## src/rtl/mem_port_arb_if.sv

```systemverilog
// Memory-port arbiter bus: I-cache refill side, D-cache side and the shared memory port.
// "slave" is the arbiter's view; "master" is the view of the caches and memory around it.
interface mem_port_arb_if #(
  parameter int ADDR_W = 32,
  parameter int DATA_W = 32
);
  logic              im_req;
  logic [ADDR_W-1:0] im_addr;
  logic              dm_req;
  logic              dm_we;
  logic [ADDR_W-1:0] dm_addr;
  logic [DATA_W-1:0] dm_wdata;
  logic              mem_ready;
  logic [DATA_W-1:0] mem_rdata;
  logic              mem_req;
  logic              mem_we;
  logic [ADDR_W-1:0] mem_addr;
  logic [DATA_W-1:0] mem_wdata;
  logic              im_done;
  logic              dm_done;
  logic [DATA_W-1:0] rdata;
  logic              mem_err;
  logic              stall_cache;

  modport slave (
    input  im_req, im_addr, dm_req, dm_we, dm_addr, dm_wdata, mem_ready, mem_rdata,
    output mem_req, mem_we, mem_addr, mem_wdata, im_done, dm_done, rdata, mem_err,
           stall_cache
  );

  modport master (
    output im_req, im_addr, dm_req, dm_we, dm_addr, dm_wdata, mem_ready, mem_rdata,
    input  mem_req, mem_we, mem_addr, mem_wdata, im_done, dm_done, rdata, mem_err,
           stall_cache
  );
endinterface

```

## src/rtl/mem_port_arb.sv

```systemverilog
// Two-requester (I-cache refill / D-cache) arbiter for a single memory port,
// with alternating priority, a per-grant timeout and a combinational pipeline stall.
module mem_port_arb #(
  parameter int ADDR_W  = 32,
  parameter int DATA_W  = 32,
  parameter int TIMEOUT = 1023
) (
  input logic           clk,
  input logic           rst,
  mem_port_arb_if.slave bus
);

  localparam int CNT_W = (TIMEOUT < 1) ? 1 : $clog2(TIMEOUT + 1);
  localparam logic [CNT_W-1:0] CNT_MAX = CNT_W'(TIMEOUT);

  typedef enum logic [1:0] {IDLE, GNT_I, GNT_D} state_t;
  typedef enum logic {SIDE_I, SIDE_D} side_t;

  state_t            state, state_d;
  side_t             last_gnt, last_gnt_d;
  logic [CNT_W-1:0]  wait_cnt, wait_cnt_d;
  logic              mem_req_q, mem_req_d;
  logic              mem_we_q, mem_we_d;
  logic [ADDR_W-1:0] mem_addr_q, mem_addr_d;
  logic [DATA_W-1:0] mem_wdata_q, mem_wdata_d;
  logic [DATA_W-1:0] rdata_q, rdata_d;
  logic              im_done_q, im_done_d;
  logic              dm_done_q, dm_done_d;
  logic              mem_err_q, mem_err_d;

  logic im_elig, dm_elig, pick_d, finish;

  // A requester still high during its own done cycle is stale and must not re-win.
  assign im_elig = bus.im_req & ~im_done_q;
  assign dm_elig = bus.dm_req & ~dm_done_q;
  assign pick_d  = dm_elig & (~im_elig | (last_gnt == SIDE_I));
  assign finish  = bus.mem_ready | (wait_cnt == CNT_MAX);

  always_ff @(posedge clk or negedge rst) begin
    if (!rst) begin
      state       <= IDLE;
      last_gnt    <= SIDE_I;
      wait_cnt    <= '0;
      mem_req_q   <= 1'b0;
      mem_we_q    <= 1'b0;
      mem_addr_q  <= '0;
      mem_wdata_q <= '0;
      rdata_q     <= '0;
      im_done_q   <= 1'b0;
      dm_done_q   <= 1'b0;
      mem_err_q   <= 1'b0;
    end else begin
      state       <= state_d;
      last_gnt    <= last_gnt_d;
      wait_cnt    <= wait_cnt_d;
      mem_req_q   <= mem_req_d;
      mem_we_q    <= mem_we_d;
      mem_addr_q  <= mem_addr_d;
      mem_wdata_q <= mem_wdata_d;
      rdata_q     <= rdata_d;
      im_done_q   <= im_done_d;
      dm_done_q   <= dm_done_d;
      mem_err_q   <= mem_err_d;
    end
  end

  always_comb begin
    state_d = state;
    case (state)
      IDLE: begin
        if (pick_d)       state_d = GNT_D;
        else if (im_elig) state_d = GNT_I;
      end
      GNT_I, GNT_D: begin
        if (finish) state_d = IDLE;
      end
      default: state_d = IDLE;
    endcase
  end

  // Registered outputs are computed here as next values; mem_ready wins over a same-cycle timeout.
  always_comb begin
    last_gnt_d  = last_gnt;
    wait_cnt_d  = wait_cnt;
    mem_req_d   = mem_req_q;
    mem_we_d    = mem_we_q;
    mem_addr_d  = mem_addr_q;
    mem_wdata_d = mem_wdata_q;
    rdata_d     = rdata_q;
    im_done_d   = 1'b0;
    dm_done_d   = 1'b0;
    mem_err_d   = 1'b0;
    case (state)
      IDLE: begin
        if (pick_d) begin
          mem_req_d   = 1'b1;
          mem_we_d    = bus.dm_we;
          mem_addr_d  = bus.dm_addr;
          mem_wdata_d = bus.dm_wdata;
          wait_cnt_d  = '0;
        end else if (im_elig) begin
          mem_req_d   = 1'b1;
          mem_we_d    = 1'b0;
          mem_addr_d  = bus.im_addr;
          mem_wdata_d = '0;
          wait_cnt_d  = '0;
        end
      end
      GNT_I, GNT_D: begin
        if (finish) begin
          mem_req_d  = 1'b0;
          mem_we_d   = 1'b0;
          im_done_d  = (state == GNT_I);
          dm_done_d  = (state == GNT_D);
          last_gnt_d = (state == GNT_D) ? SIDE_D : SIDE_I;
          if (bus.mem_ready) rdata_d   = bus.mem_rdata;
          else               mem_err_d = 1'b1;
        end else begin
          wait_cnt_d = wait_cnt + 1'b1;
        end
      end
      default: ;
    endcase
  end

  assign bus.mem_req     = mem_req_q;
  assign bus.mem_we      = mem_we_q;
  assign bus.mem_addr    = mem_addr_q;
  assign bus.mem_wdata   = mem_wdata_q;
  assign bus.rdata       = rdata_q;
  assign bus.im_done     = im_done_q;
  assign bus.dm_done     = dm_done_q;
  assign bus.mem_err     = mem_err_q;
  assign bus.stall_cache = im_elig | dm_elig;

endmodule

```

## src/flat_wrapper.sv

```systemverilog
// flat-port wrapper written by rule: the top's interface ports become plain ports
module mem_port_arb_flat 
#(
  parameter int ADDR_W  = 32,
  parameter int DATA_W  = 32,
  parameter int TIMEOUT = 1023
)
  (clk, rst, bus_im_req, bus_im_addr, bus_dm_req, bus_dm_we, bus_dm_addr, bus_dm_wdata, bus_mem_ready, bus_mem_rdata, bus_mem_req, bus_mem_we, bus_mem_addr, bus_mem_wdata, bus_im_done, bus_dm_done, bus_rdata, bus_mem_err, bus_stall_cache);
  mem_port_arb_if #(.ADDR_W(ADDR_W), .DATA_W(DATA_W)) bus_i ();
  input logic clk;
  input logic rst;
  input wire logic [$bits(bus_i.im_req)-1:0] bus_im_req;
  input wire logic [$bits(bus_i.im_addr)-1:0] bus_im_addr;
  input wire logic [$bits(bus_i.dm_req)-1:0] bus_dm_req;
  input wire logic [$bits(bus_i.dm_we)-1:0] bus_dm_we;
  input wire logic [$bits(bus_i.dm_addr)-1:0] bus_dm_addr;
  input wire logic [$bits(bus_i.dm_wdata)-1:0] bus_dm_wdata;
  input wire logic [$bits(bus_i.mem_ready)-1:0] bus_mem_ready;
  input wire logic [$bits(bus_i.mem_rdata)-1:0] bus_mem_rdata;
  output wire logic [$bits(bus_i.mem_req)-1:0] bus_mem_req;
  output wire logic [$bits(bus_i.mem_we)-1:0] bus_mem_we;
  output wire logic [$bits(bus_i.mem_addr)-1:0] bus_mem_addr;
  output wire logic [$bits(bus_i.mem_wdata)-1:0] bus_mem_wdata;
  output wire logic [$bits(bus_i.im_done)-1:0] bus_im_done;
  output wire logic [$bits(bus_i.dm_done)-1:0] bus_dm_done;
  output wire logic [$bits(bus_i.rdata)-1:0] bus_rdata;
  output wire logic [$bits(bus_i.mem_err)-1:0] bus_mem_err;
  output wire logic [$bits(bus_i.stall_cache)-1:0] bus_stall_cache;
  assign bus_i.im_req = bus_im_req;
  assign bus_i.im_addr = bus_im_addr;
  assign bus_i.dm_req = bus_dm_req;
  assign bus_i.dm_we = bus_dm_we;
  assign bus_i.dm_addr = bus_dm_addr;
  assign bus_i.dm_wdata = bus_dm_wdata;
  assign bus_i.mem_ready = bus_mem_ready;
  assign bus_i.mem_rdata = bus_mem_rdata;
  assign bus_mem_req = bus_i.mem_req;
  assign bus_mem_we = bus_i.mem_we;
  assign bus_mem_addr = bus_i.mem_addr;
  assign bus_mem_wdata = bus_i.mem_wdata;
  assign bus_im_done = bus_i.im_done;
  assign bus_dm_done = bus_i.dm_done;
  assign bus_rdata = bus_i.rdata;
  assign bus_mem_err = bus_i.mem_err;
  assign bus_stall_cache = bus_i.stall_cache;
  mem_port_arb #(.ADDR_W(ADDR_W), .DATA_W(DATA_W), .TIMEOUT(TIMEOUT)) u_core (.clk(clk), .rst(rst), .bus(bus_i));
endmodule
```

## config.mk

```make
export PLATFORM = sky130hd
export DESIGN_NAME = mem_port_arb_flat
export DESIGN_NICKNAME = d
export VERILOG_FILES = /design/src/rtl/mem_port_arb_if.sv /design/src/rtl/mem_port_arb.sv /design/src/flat_wrapper.sv
export SDC_FILE = /design/constraint.sdc
export NUM_CORES = 1
export LEC_CHECK = 0
export BUFFER_PORTS_ARGS = -buffer_cell sky130_fd_sc_hd__buf_2
export CAP_MARGIN = 20
export CORE_MARGIN = 1
export CORE_UTILIZATION = 46
export DETAILED_ROUTE_END_ITERATION = 10
export MAX_ROUTING_LAYER = met4
export PLACE_DENSITY = 0.79
export REMOVE_ABC_BUFFERS = 1
export SYNTH_ARGS = -nofsm -noshare
export SYNTH_HDL_FRONTEND = slang
export SYNTH_SLANG_ARGS = --single-unit
export TNS_END_PERCENT = 50
```

## constraint.sdc

```tcl
create_clock -name clk -period 2.45 [get_ports clk]
set_clock_uncertainty 0.15 [all_clocks]
set_input_delay 0.1225 -clock clk [delete_from_list [all_inputs] [get_ports clk]]
set_output_delay 0.1225 -clock clk [all_outputs]
set_load 0.01 [all_outputs]
```

==> impl_metrics.csv <==
group,metric,value,unit
detailed_routing,detailed_route_wire_length,16580,µm
hold_path,classification_of_the_worst_slack_hold_path,"in2async",
yosys,yosysTopAreaCellShare,58.69,%
clocking,cts_htree_levels,4,
layout,mostFrequentLayoutCells,"234 x sky130_fd_sc_hd__buf_2, 132 x sky130_fd_sc_hd__dlygate4sd3_1, 114 x sky130_fd_sc_hd__dfrtp_1, 42 x sky130_fd_sc_hd__nand2_1, 36 x sky130_fd_sc_hd__o21ai_0",
sta,grt_setup_unrepaired,"false",
floorplanning,placement_rows,37,
yosys,asyncSetResetFlopFracSynth,100.0,%
global_route,antenna_found_initial,0,
global_route,grt_max_degree,71,
worst_setup_path,category_of_the_worst_setup_path_launch_point,"flop",
yosys,proportion_of_synthesized_area_in_mux_cells,14.00,%
placement,dp_hpwl,8629,µm
pwr,power.density,1171,nW/µm²
global_route,grt_overflow,0,
worst_setup_path,crit_path_launch,"u_core.bus.im_done",
placement,port_buffers,235,
sta,final_worst_path_period_share,91.12,%
worst_setup_path,r2r_start,"u_core.bus.im_done",
global_route,global_route.usage.total,31.89,%
global_route,grt_pass1_wl,26200,µm
clocking,cts_post_setup_buffers_inserted,0,
floorplanning,die_h,104.8,µm
floorplanning,chipWidth,104.8,µm
sta,maxSlewViolCount,0,
pwr,vdd_drop_max,0.0006078,V
worst_setup_path,timing.critical_path.cells,"and2b_1 > a21o_2 > mux2i_1 > o21ai_0",
clocking,clockRootBuffer,"sky130_fd_sc_hd__clkbuf_8",
yosys,synthSimpleGateAreaFrac,7.259,%
layout,finalNetCount,896,
run,drv.max_cap_violation_count,0,
yosys,syn_avg_cell_area,12.56,µm²
yosys,largest_family_of_logic_cells_by_synthesized_area,"compound AO/OA/AOI/OAI gates",
yosys,synthXorXnorAreaFrac,0,%
yosys,dominantRegCellSynth,"sky130_fd_sc_hd__dfrtp_1",
clocking,cts_sinks,114,
layout,area.growth.synth_to_final,66.31,%
worst_setup_path,critPathArrivalTime,2.48,ns
yosys,synth_adder_area_share,1.030,%
worst_setup_path,timing.critical_path.slowest_cell_delay,0.82,ns
floorplanning,coreArea,10280,µm²
layout,insertedDiodeCount,0,
detailed_routing,drt_first_pass_iters,4,
yosys,number_of_distinct_library_cell_variants_in_the_gate_level_netlist_after_synthesis,42,
detailed_routing,m1WireLength,6180,µm
floorplanning,total_die_area,10980,µm²
yosys,synth.yosys.seq_area_share,58.69,%
placement,gp_congestion,0.8666,
sta,setup_viol,0,
layout,final-instance-count-excl-fill,907,
yosys,post_synth_edffs,0,
clocking,clock_path_buffers,2,
detailed_routing,post_drt_via_cell_ratio,5.353,
run_status,run_status,"completed",
worst_setup_path,critPathBufInv,0,
detailed_routing,post-route-drc-count,0,
sta,fin_crit,2.232,ns
yosys,synth.top_cells.by_area,"sky130_fd_sc_hd__dfrtp_1 59%, sky130_fd_sc_hd__mux2_2 7.4%, sky130_fd_sc_hd__mux2i_1 6.6%",
detailed_routing,drt.antenna.violating_nets,0,
worst_setup_path,cp_max_fo,33,
worst_setup_path,timing.critical_path.to_type,"flop",
detailed_routing,detailroute.wirelength.met2,8506,µm
layout,post_route_cells_drive_above_1_share,41.25,%
detailed_routing,met3_length,1151,µm
detailed_routing,top_layer,"met4",
placement,placedCellCount,743,
detailed_routing,initialDrtViolationCount,272,
yosys,ys_seq_elements,114,
worst_setup_path,critPathKind,"reg2reg",
worst_setup_path,required,2.70,ns
yosys,synth-compound-area-share,15.50,%
floorplanning,floorplan.initialDensity,47.30,%
clocking,postCtsResizedCells,0,
detailed_routing,route.detailed.wl_per_inst,18.28,µm
clocking,insertion_delay,0.51,ns
clocking,postCtsHoldBufs,132,
yosys,post_synth_inst_count,387,
yosys,synthesis.area,4861,µm²
floorplanning,top_level_port_count,236,
clocking,tritoncts,"done",
yosys,synth.largest_area_cell,"sky130_fd_sc_hd__dfrtp_1",
sta,slew-limit-headroom,32.26,%
pwr,static-leakage-power,4.070,nW
detailed_routing,routed-via-count,4855,
sta,worst-slew-pin-transition,1.016,ns
sta,max_freq,0.4479,GHz
yosys,synthesis.yosys.warnings,0,
layout,fillCellCount,584,
layout,layout_commonest_cell,"sky130_fd_sc_hd__buf_2",
sta,totalNegativeSetupSlack,0,ns
global_route,vias_in_the_first_global_route,5209,
clocking,cts_buffers,17,
clocking,clk_pin_slew_worst_paths,0.06,ns
worst_setup_path,cpLargestDelayFamily,"compound AO/OA/AOI/OAI gates",
worst_setup_path,cpMaxStageDelayCell,"sky130_fd_sc_hd__a21o_2",
sta,finalHoldViolCount,0,
stage by stage:
step / power, mW / hold slack [ns] / util [%] / cell area (µm²) / setup slack (ns)
after detailed placement: 6.573 / -0.1440 / 59.85 / 6151 / 0.3198
after global routing: 9.948 / 0.07481 / 78.66 / 8084 / 0.1286
after global placement: 6.434 / -0.1428 / 59.85 / 6151 / 0.3845
after floorplan: 5.099 / -0.3231 / - / 4708 / 0.09321
final: 9.467 / 0.03739 / 78.66 / 8084 / 0.2175
after CTS: 9.308 / 0.04142 / 78.66 / 8084 / 0.3172
worst min-delay path, delay by kind of cell:
family                 cells  cell delay [ns]
buffers and inverters      3             0.96
synthesized netlist by cell type (2+ instances only):
| cell | count |
|---|---|
| sky130_fd_sc_hd__a21oi_1 | 8 |
| sky130_fd_sc_hd__a22o_1 | 33 |
| sky130_fd_sc_hd__a31oi_1 | 8 |
| sky130_fd_sc_hd__and3_1 | 3 |
| sky130_fd_sc_hd__and4_1 | 3 |
| sky130_fd_sc_hd__buf_2 | 8 |
| sky130_fd_sc_hd__buf_4 | 2 |
| sky130_fd_sc_hd__buf_6 | 6 |
| sky130_fd_sc_hd__clkbuf_1 | 8 |
| sky130_fd_sc_hd__dfrtp_1 | 114 |
| sky130_fd_sc_hd__ha_1 | 4 |
| sky130_fd_sc_hd__inv_1 | 5 |
| sky130_fd_sc_hd__mux2_2 | 32 |
| sky130_fd_sc_hd__mux2i_1 | 32 |
| sky130_fd_sc_hd__nand2_1 | 42 |
| sky130_fd_sc_hd__nand2b_1 | 7 |
| sky130_fd_sc_hd__nand3_1 | 3 |
| sky130_fd_sc_hd__nand4_1 | 2 |
| sky130_fd_sc_hd__nor2_1 | 6 |
| sky130_fd_sc_hd__nor3_1 | 2 |
| sky130_fd_sc_hd__o21ai_0 | 36 |
| sky130_fd_sc_hd__o2bb2ai_1 | 3 |
per-layer routing:
| metal | track usage (%) | up-vias |
|---|---|---|
| met2 | 53.69 | 298 |
| met1 | 34.77 | 2339 |
| met3 | 6.613 | 65 |
| met5 | - | - |
| li1 | - | 2153 |
| met4 | 19.32 | 0 |
worst paths after layout:
path / endpoint / slack, ns / cells after the start
worst max-delay path: u_core.bus.mem_addr[12] / 0.22 / 4
worst min-delay path: u_core.wait_cnt[8] / 0.04 / 3
worst max register to register: u_core.bus.mem_addr[12] / 0.22 / 4
worst min register to register: u_core.bus.mem_addr[15] / 0.33 / 2
max in group asynchronous: u_core.state[0] / 1.05 / 3
min in group clk: u_core.bus.mem_we / 0.07 / 5
area by class of cell:
| type | instances | area (µm²) | area share (%) |
|---|---|---|---|
| clock buffer | 17 | 414.1 | 5.123 |
| inverter | 5 | 18.77 | 0.2322 |
| clock inverter | 15 | 197.7 | 2.445 |
| tap | 136 | 170.2 | 2.105 |
| timing repair buffer | 376 | 2592 | 32.07 |
| multi-input combinational | 244 | 1838 | 22.74 |
| sequential | 114 | 2853 | 35.29 |
logic make-up (layout without fill, tap and decap cells):
family / Yosys count / count (layout)
compound gates: 103 / 103
fa+ha+maj: 4 / 4
flops: 114 / 114
buf+inv: 29 / 413
simple gates: 73 / 73
mux: 64 / 64
where the power goes:
part / internal (mW) / total, mW / switching (mW)
Sequential: 2.71 / 3.22 / 0.509
Clock: 1.58 / 2.54 / 0.959
Combinational: 1.70 / 3.71 / 2.02
Total: 5.98 / 9.47 / 3.48
flip-flops by register name, indices dropped and copies added (netlist names):
name and flops:
u_core.bus.dm_done 1, u_core.bus.im_done 1, u_core.bus.mem_req 1, u_core.bus.rdata 32, u_core.last_gnt 1, u_core.bus.mem_we 1
u_core.bus.mem_err 1, u_core.bus.mem_wdata 32, u_core.wait_cnt 10, u_core.bus.mem_addr 32, u_core.state 2
No activity file was read; power rests on OpenSTA's default activity.
